**config.mk**
```make
export PLATFORM = sky130hd
export DESIGN_NAME = pipe_adder
export DESIGN_NICKNAME = d
export VERILOG_FILES = /design/src/rtl/pipe_adder_pkg.sv /design/src/rtl/adder_slice.sv /design/src/rtl/pipe_adder.sv
export SDC_FILE = /design/constraint.sdc
export NUM_CORES = 1
export LEC_CHECK = 0
export ABC_AREA = 0
export CAP_MARGIN = 0
export CORE_ASPECT_RATIO = 1.1
export CORE_MARGIN = 3
export CORE_UTILIZATION = 50
export CTS_CLUSTER_DIAMETER = 150
export DETAILED_ROUTE_END_ITERATION = 12
export GPL_TIMING_DRIVEN = 0
export PLACE_DENSITY = 0.72
export SYNTH_ARGS = -nofsm -noshare
export SYNTH_HDL_FRONTEND = slang
export SYNTH_HIERARCHICAL = 1
export SYNTH_SLANG_ARGS = --single-unit
```
**constraint.sdc**
```tcl
create_clock -name clk -period 2.62 [get_ports clk]
set_input_delay 0.393 -clock clk [delete_from_list [all_inputs] [get_ports clk]]
set_output_delay 0.393 -clock clk [all_outputs]
set_load 0.02 [all_outputs]
```
**src/rtl/pipe_adder_pkg.sv**
```systemverilog
// pipe_adder_pkg: bit-level adder cells and flag helpers shared by pipe_adder and its slices.
package pipe_adder_pkg;

   function automatic logic [1:0] half_add(input logic x, input logic y);
      return {x & y, x ^ y};
   endfunction

   // Full adder from two chained half adders; result is {cout, s}.
   function automatic logic [1:0] full_add(input logic x, input logic y, input logic ci);
      logic [1:0] h0;
      logic [1:0] h1;
      h0 = half_add(x, y);
      h1 = half_add(h0[0], ci);
      return {h0[1] | h1[1], h1[0]};
   endfunction

   function automatic logic signed_ovf(input logic a_msb, input logic b_msb, input logic s_msb);
      return (a_msb == b_msb) && (s_msb != a_msb);
   endfunction

endpackage

```
**src/rtl/adder_slice.sv**
```systemverilog
// adder_slice: combinational CHUNK-bit add with carry-in; bit 0 uses the full-adder cell.
module adder_slice
   import pipe_adder_pkg::*;
#(
   parameter int CHUNK = 8
) (
   input  logic [CHUNK-1:0] a,
   input  logic [CHUNK-1:0] b,
   input  logic             cin,
   output logic [CHUNK-1:0] s,
   output logic             cout
);

   logic [1:0] bit0;

   assign bit0 = full_add(a[0], b[0], cin);
   assign s[0] = bit0[0];

   generate
      if (CHUNK > 1) begin : g_upper
         assign {cout, s[CHUNK-1:1]} = {1'b0, a[CHUNK-1:1]} + {1'b0, b[CHUNK-1:1]}
                                       + CHUNK'(bit0[1]);
      end else begin : g_single
         assign cout = bit0[1];
      end
   endgenerate

endmodule

```
**src/rtl/pipe_adder.sv**
```systemverilog
// pipe_adder: WIDTH-bit add/subtract split into STAGES registered carry-chain slices,
// with a single global advance so backpressure freezes the whole pipe.
module pipe_adder
   import pipe_adder_pkg::*;
#(
   parameter int WIDTH  = 32,
   parameter int STAGES = 4
) (
   input  logic             clk,
   input  logic             rst_n,
   input  logic             in_valid,
   output logic             in_ready,
   input  logic [WIDTH-1:0] a,
   input  logic [WIDTH-1:0] b,
   input  logic             sub,
   output logic             out_valid,
   input  logic             out_ready,
   output logic [WIDTH-1:0] sum,
   output logic             carry,
   output logic             overflow,
   output logic             zero
);

   localparam int CHUNK = WIDTH / STAGES;
   localparam int MSB   = WIDTH - 1;

   logic             adv;
   // Per-stage inputs: full operand words travel along so later chunks stay aligned.
   logic [WIDTH-1:0] a_st     [STAGES];
   logic [WIDTH-1:0] bp_st    [STAGES];
   logic [WIDTH-1:0] ps_st    [STAGES];
   logic             cin_st   [STAGES];
   logic             valid_st [STAGES];

   assign adv      = !out_valid || out_ready;
   assign in_ready = adv;

   assign a_st[0]     = a;
   assign bp_st[0]    = sub ? ~b : b;
   assign ps_st[0]    = '0;
   assign cin_st[0]   = sub;
   assign valid_st[0] = in_valid;

   generate
      for (genvar gi = 0; gi < STAGES; gi++) begin : g_stage
         logic [CHUNK-1:0] s_chunk;
         logic             c_out;
         logic [WIDTH-1:0] ps_next;

         adder_slice #(.CHUNK(CHUNK)) u_slice (
            .a    (CHUNK'(a_st[gi] >> (gi * CHUNK))),
            .b    (CHUNK'(bp_st[gi] >> (gi * CHUNK))),
            .cin  (cin_st[gi]),
            .s    (s_chunk),
            .cout (c_out)
         );

         assign ps_next = ps_st[gi] | (WIDTH'(s_chunk) << (gi * CHUNK));

         if (gi < STAGES - 1) begin : g_mid
            logic [WIDTH-1:0] a_reg;
            logic [WIDTH-1:0] bp_reg;
            logic [WIDTH-1:0] ps_reg;
            logic             carry_reg;
            logic             valid_reg;

            always_ff @(posedge clk or negedge rst_n) begin
               if (!rst_n) begin
                  a_reg     <= '0;
                  bp_reg    <= '0;
                  ps_reg    <= '0;
                  carry_reg <= 1'b0;
                  valid_reg <= 1'b0;
               end else if (adv) begin
                  a_reg     <= a_st[gi];
                  bp_reg    <= bp_st[gi];
                  ps_reg    <= ps_next;
                  carry_reg <= c_out;
                  valid_reg <= valid_st[gi];
               end
            end

            assign a_st[gi+1]     = a_reg;
            assign bp_st[gi+1]    = bp_reg;
            assign ps_st[gi+1]    = ps_reg;
            assign cin_st[gi+1]   = carry_reg;
            assign valid_st[gi+1] = valid_reg;
         end else begin : g_last
            // Flags are formed from the completed word and registered with it.
            always_ff @(posedge clk or negedge rst_n) begin
               if (!rst_n) begin
                  out_valid <= 1'b0;
                  sum       <= '0;
                  carry     <= 1'b0;
                  overflow  <= 1'b0;
                  zero      <= 1'b0;
               end else if (adv) begin
                  out_valid <= valid_st[gi];
                  sum       <= ps_next;
                  carry     <= c_out;
                  overflow  <= signed_ovf(a_st[gi][MSB], bp_st[gi][MSB], ps_next[MSB]);
                  zero      <= ~|ps_next;
               end
            end
         end
      end
   endgenerate

endmodule

```
==> impl_metrics.ini, run 1 <==
[power_and_ir_drop]
combinational_fraction_of_design_power_pct = 42.7
power.share.clock_pct = 18.9
net_switching_power_w = 0.00501
switching_share_pct = 38.5
power.density_nw_per_um2 = 1220
power.static_leakage_nw = 5.34
internal-power_w = 0.00799
seqPwrFrac_pct = 38.4
max-vdd-ir-drop_v = 0.000677
post-layout-total-power_w = 0.0130

[run]
cap_violations = 0

[critical_path]
path_cells = inv_2 -> fa_1 -> inv_1 -> fa_2 -> fa_2 -> a211oi_2 -> o21bai_2 -> a21oi_2 -> xnor2_2 -> and3b_1 -> a21oi_2 -> o21ai_1
worstSetupStartpointType = flop
critPathRequiredTime_ps = 2920
slowest_stage_delay_cp_ps = 390
slowest_stage = dfrtp_1
worst-path-max-fanout = 4
critPathCaptureType = flop
setup_crit_path_kind = reg2reg
worstPathArrival_ps = 3100

[die]
placementRows = 49
ioPinCount = 106
die_w_um = 131
die_area_um2 = 18800
die_y_um = 143
initial_utilization_pct = 51.6
floorplan.core_area_um2 = 16600

[global_routing]
first_global_vias = 6321
grt_pass1_wl_um = 30900
grt_usage_pct = 21.0
initial_antenna_violation_count = 0
pin_count_of_the_biggest_net_entering_global_routing = 99
globalRouteOverflowTotal = 0

[clock_tree]
level_count_of_the_clock_h_tree = 4
cts_sinks = 186
clock_tree_from_tritoncts = yes
clk-insertion-delay-late_ps = 430
number_of_buffers_between_clock_root_and_the_deepest_sink = 2
clk_pin_slew_ps = 70
cell_at_the_root_of_the_clock_tree = clkbuf_16
cts_inserted_buffers = 17

[finish]
layout-area-overhead-vs-synth_pct = 24.3
most-common-layout-cells = nand2_1 (507), dfrtp_1 (186), clkdlybuf4s50_1 (103)
regArea_um2 = 4650
antenna_cells_inserted = 0
post_route_cells_drive_above_1_share_pct = 10.2
num-nets-final = 1182
commonest_non_fill_non_tap_cell_in_the_layout = nand2_1
multiInputGateArea_um2 = 3570
n_fill_cell = 1433

[yosys]
area_of_the_mapped_netlist_um2 = 8580
syn_area_per_cell_um2 = 9.09
ys_top_cells_by_area = dfrtp_1 (54%), nand2_1 (22%), xnor2_1 (4.1%)
yosys.area.top_type = dfrtp_1
yosys_register_bits = 186
netlist_instances = 944
post-synth-top-area-fraction_pct = 54.3
synthesis.yosys.warnings = 6
synth_fp_nets = 1049
yosysSeqAreaShare_pct = 54.3
synth_cell_type_count = 30

[route]
dr.first_iter.drc_count = 419
wl_per_cell_um = 14.0
route.vias.total = 6295
postRouteAntennaNets = 0
route.detailed.drc = 0
routed_wirelength_um = 18400
drtPass1Iterations = 4
via_per_inst = 4.78

[timing]
final-setup-viol-count = 2
finalCritPeriodShare_pct = 107
timing.setup.tns_ps = -316
holdWs_ps = 464
finalHoldViolations = 0
fmax_mhz = 358
clock-skew-final_ps = 8.15
tightestPinTransition_ps = 653
setup_repair_after_global_routing_missed_its_margin = true
timing_max_transition_violations_final = 0
post-route-min-period_ps = 2790
worst_slew_margin_rel_pct = 56.5
timing.final.ws_setup_ps = -174

[outcome]
violations_in_the_final_reports = negative setup slack
result_of_the_run = finished with violations

[placement]
place_hpwl_um = 13800
i_o_buffers = 105
finalWeightedCongestion = 0.816

[worst_hold_path]
hold_class = reg2reg
critical path: cells and delay by family (launching register included):
kind	cells	cell delay, ps
adders and majority gates	3	910
AOI/OAI and AO/OA	5	810
DFF	1	390
and+or+nand+nor	1	230
xor gates and xnor gates	1	190
buffers and inverters	2	130
logic make-up (layout without fill, tap and decap cells):
family	count (synthesis)	in the layout	synth area share, %
XOR/XNOR	52	52	5.31
adder cells (fa/ha/maj)	36	36	6.30
flip-flops	186	186	54.3
AND/OR/NAND/NOR	533	533	24.1
AO/OA/AOI/OAI	71	71	5.16
buffers and inverters	66	211	4.92
worst paths after layout:
check                                                        startpoint                                      to  slack [ps]  cells past startpoint
worst max register to register  g_stage[2].g_mid.bp_reg[24]$_DFFE_PN0P_                    overflow$_DFFE_PN0P_        -170                     12
worst min register to register                      sum[20]$_DFFE_PN0P_                     sum[20]$_DFFE_PN0P_         460                      2
min in group asynchronous                                         rst_n                      sum[5]$_DFFE_PN0P_         560                      2
worst max-delay path            g_stage[2].g_mid.bp_reg[24]$_DFFE_PN0P_                    overflow$_DFFE_PN0P_        -170                     12
max in group asynchronous                                         rst_n  g_stage[1].g_mid.a_reg[26]$_DFFE_PN0P_        1150                      3
worst min-delay path                                sum[20]$_DFFE_PN0P_                     sum[20]$_DFFE_PN0P_         460                      2
synthesized netlist by cell type:
cell      instances
buf_6            12
nand4_1           2
a21oi_1          17
inv_4             1
o21bai_1          4
xnor2_1          40
a21oi_2           4
a211oi_1          4
dfrtp_1         186
buf_4            11
buf_2            17
nor2b_1           8
a21o_1            4
nor2b_4           1
o31ai_1           1
o21ai_0           8
clkbuf_1          2
fa_1             12
nor4_1            8
buf_8             1
and3b_1           1
ha_1             24
nor2_1            5
a311oi_2          4
inv_1            20
o21ai_1          25
xor2_1           12
nand2_1         507
clkbuf_4          2
nand2b_1          1
final cells by class:
| cell class | instances | share of cell area, % |
|---|---|---|
| Buffer | 44 | 3.26 |
| Inverter | 21 | 0.763 |
| Timing Repair Buffer | 115 | 10.8 |
| Clock inverter | 9 | 0.868 |
| Sequential cell | 186 | 43.6 |
| Multi-Input combinational cell | 692 | 33.5 |
| Clock buffer | 22 | 4.45 |
| Tap cell | 229 | 2.69 |
timing repair:
action,in CTS,in global routing
endpoints found under the setup margin,5,5
hold buffers,1,0
pin swaps,11,13
resized for setup,13,9
setup buffers,5,3
hold endpoints to repair,44,0
power groups by stage:
stage / sequential, W / combinational [W] / clock [W]
after detailed placement: 0.00502 / 0.00530 / 0
final: 0.00499 / 0.00555 / 0.00246
after global routing: 0.00514 / 0.00626 / 0.00262
after floorplan: 0.00508 / 0.00338 / 0
after global placement: 0.00499 / 0.00513 / 0
after CTS: 0.00498 / 0.00551 / 0.00250
through the flow:
step | util (%) | setup WS [ps] | cells | cell area [um^2]
2_1_floorplan | - | 18.9 | 944 | 8590
3_3_place_gp | 59.8 | -6430 | 1278 | 9930
3_5_place_dp | 60.0 | -678 | 1279 | 9960
4_1_cts | 63.9 | -308 | 1316 | 10600
5_1_grt | 64.2 | -340 | 1318 | 10700
6_report | 64.2 | -174 | 1318 | 10700
metal layers:
metal | GRT usage, % | share of wire (%) | vias up
li1 | - | - | 3212
met1 | 29.2 | 47 | 2935
met2 | 34.4 | 48 | 124
met3 | 3.05 | 3.0 | 24
met4 | 6.77 | 1.7 | 0
met5 | 0 | 0 | -
(Power assumes the default switching activity.)
==> run 2: changes to the inputs <==
Clock period 2.62 ns to 2.45 ns, I/O delays scaled along.
==> impl_metrics.ini, run 2 (synthesis results as in run 1) <==
[die]
die_y_um = 143
die_area_um2 = 18800
die_w_um = 131
ioPinCount = 106
floorplan.core_area_um2 = 16600
placementRows = 49
initial_utilization_pct = 51.6

[route]
route.vias.total = 6320
via_per_inst = 4.78
drtPass1Iterations = 5
postRouteAntennaNets = 0
dr.first_iter.drc_count = 340
wl_per_cell_um = 13.8
routed_wirelength_um = 18300
route.detailed.drc = 0

[timing]
tightestPinTransition_ps = 804
finalHoldViolations = 31
holdWs_ps = -58.2
timing.setup.tns_ps = -783
fmax_mhz = 346
clock-skew-final_ps = 7.89
timing_max_transition_violations_final = 0
timing.final.ws_setup_ps = -444
finalCritPeriodShare_pct = 118
worst_slew_margin_rel_pct = 46.4
final-setup-viol-count = 2
post-route-min-period_ps = 2890
setup_repair_after_global_routing_missed_its_margin = true

[critical_path]
critPathCaptureType = flop
setup_crit_path_kind = reg2reg
r2r_slack_ps = -440
worstPathArrival_ps = 3190
r2r.worst_path.cells = 13
cp-endpoint = overflow$_DFFE_PN0P_
crit-reg2reg-launch = g_stage[2].g_mid.a_reg[24]$_DFFE_PN0P_
worstSetupStartpointType = flop
critical_path.reg2reg.endpoint = overflow$_DFFE_PN0P_
worst-path-max-fanout = 3
timing.critical_path.from = g_stage[2].g_mid.a_reg[24]$_DFFE_PN0P_
critPathRequiredTime_ps = 2750

[run]
cap_violations = 0

[clock_tree]
clock_tree_from_tritoncts = yes
cts_inserted_buffers = 17
cell_at_the_root_of_the_clock_tree = clkbuf_16
clk-insertion-delay-late_ps = 430
cts_sinks = 186
level_count_of_the_clock_h_tree = 4
clk_pin_slew_ps = 60
number_of_buffers_between_clock_root_and_the_deepest_sink = 2

[outcome]
violations_in_the_final_reports = negative hold slack, negative setup slack
result_of_the_run = finished with violations

[power_and_ir_drop]
post-layout-total-power_w = 0.0143
power.density_nw_per_um2 = 1330
max-vdd-ir-drop_v = 0.000697
power.static_leakage_nw = 5.40

[finish]
antenna_cells_inserted = 0
post_route_cells_drive_above_1_share_pct = 11.7
layout-area-overhead-vs-synth_pct = 25.8
most-common-layout-cells = nand2_1 (507), dfrtp_1 (186), clkdlybuf4s50_1 (101)
n_fill_cell = 1391
commonest_non_fill_non_tap_cell_in_the_layout = nand2_1
num-nets-final = 1187

[global_routing]
globalRouteOverflowTotal = 0
pin_count_of_the_biggest_net_entering_global_routing = 107
grt_usage_pct = 20.8
initial_antenna_violation_count = 0
grt_pass1_wl_um = 30200
first_global_vias = 6124

[placement]
i_o_buffers = 105
finalWeightedCongestion = 0.866
place_hpwl_um = 13500

[worst_hold_path]
hold_class = in2async
-- run 2: cell types whose count changed in the layout (fill, tap and decap cells not counted), moves of 2 or more --
| cell | previous run | this run |
|---|---|---|
| bufinv_16 | 1 | 4 |
| fa_2 | 7 | 9 |
| a21oi_1 | 14 | 11 |
| clkbuf_1 | 4 | 2 |
| fa_1 | 5 | 3 |
| clkdlybuf4s50_1 | 103 | 101 |
| a21oi_2 | 7 | 10 |
| inv_2 | 3 | 5 |
| buf_4 | 17 | 24 |
| clkinv_4 | 4 | 2 |
| inv_1 | 17 | 15 |
-- run 2: repair_timing --
action                                 CTS  global route
setup endpoints to repair                9             6
endpoints found under the hold margin    0             0
hold buffers                             0             0
setup buffers                            6             8
resized for setup                       11            14
pin swaps                                8            24
-- run 2: final cells by class --
class / count / area [um^2] / area share [%]
Clock buffer: 21 / 480 / 4.45
Multi-Input combinational cell: 692 / 3590 / 33.3
Clock inverter: 10 / 165 / 1.53
Sequential cell: 186 / 4650 / 43.1
Buffer: 44 / 348 / 3.22
Tap cell: 229 / 287 / 2.65
Inverter: 21 / 81.3 / 0.753
Timing Repair Buffer: 120 / 1180 / 11.0
-- run 2: critical path: stages (launching register included) --
cell	delay, ps
dfrtp_1	390
inv_2	60
fa_1	160
inv_1	50
fa_2	360
fa_2	440
a211oi_2	190
o21bai_1	110
a21oi_2	190
xnor2_2	190
buf_4	180
and3b_1	170
a21oi_2	170
o21ai_1	80
-- run 2: layer usage --
| metal | GRT usage [%] | vias to the layer above | share of wire (%) |
|---|---|---|---|
| li1 | - | 3229 | - |
| met1 | 29.1 | 2944 | 47 |
| met2 | 33.4 | 130 | 48 |
| met3 | 4.54 | 17 | 4.0 |
| met4 | 4.98 | 0 | 1.1 |
| met5 | 0 | - | 0 |
-- run 2: how the worst min path moves through the flow --
stage                                            from                                endpoint  slack (ps)  cells after the start
2_1_floorplan                                   rst_n                       carry$_DFFE_PN0P_          70                      0
3_3_place_gp   g_stage[1].g_mid.valid_reg$_DFFE_PN0P_  g_stage[1].g_mid.valid_reg$_DFFE_PN0P_         450                      2
3_5_place_dp   g_stage[2].g_mid.valid_reg$_DFFE_PN0P_  g_stage[2].g_mid.valid_reg$_DFFE_PN0P_         450                      2
4_1_cts                                         rst_n  g_stage[2].g_mid.ps_reg[5]$_DFFE_PN0P_          20                      1
5_1_grt                                         rst_n                      sum[6]$_DFFE_PN0P_          40                      1
6_report                                        rst_n  g_stage[2].g_mid.ps_reg[5]$_DFFE_PN0P_         -60                      1
-- run 2: where the power goes --
part,total (W),switching [W],internal [W],leakage [nW]
clock,0.00293,0.00112,0.00181,0.307
combinational,0.00606,0.00333,0.00272,2.83
sequential,0.00533,0.000901,0.00443,2.26
total,0.0143,0.00535,0.00896,5.40
-- run 2: per-stage QoR --
step	instance area [um^2]	util, %	cells	hold slack, ps	setup slack [ps]
finish	10800	65.0	1323	-58.2	-444
CTS	10700	64.4	1315	20.8	-421
global route	10800	65.0	1323	35.9	-574
global placement	9960	59.9	1278	449	-6500
floorplan	8620	-	944	71.9	-70.5
detailed placement	9990	60.1	1279	452	-769
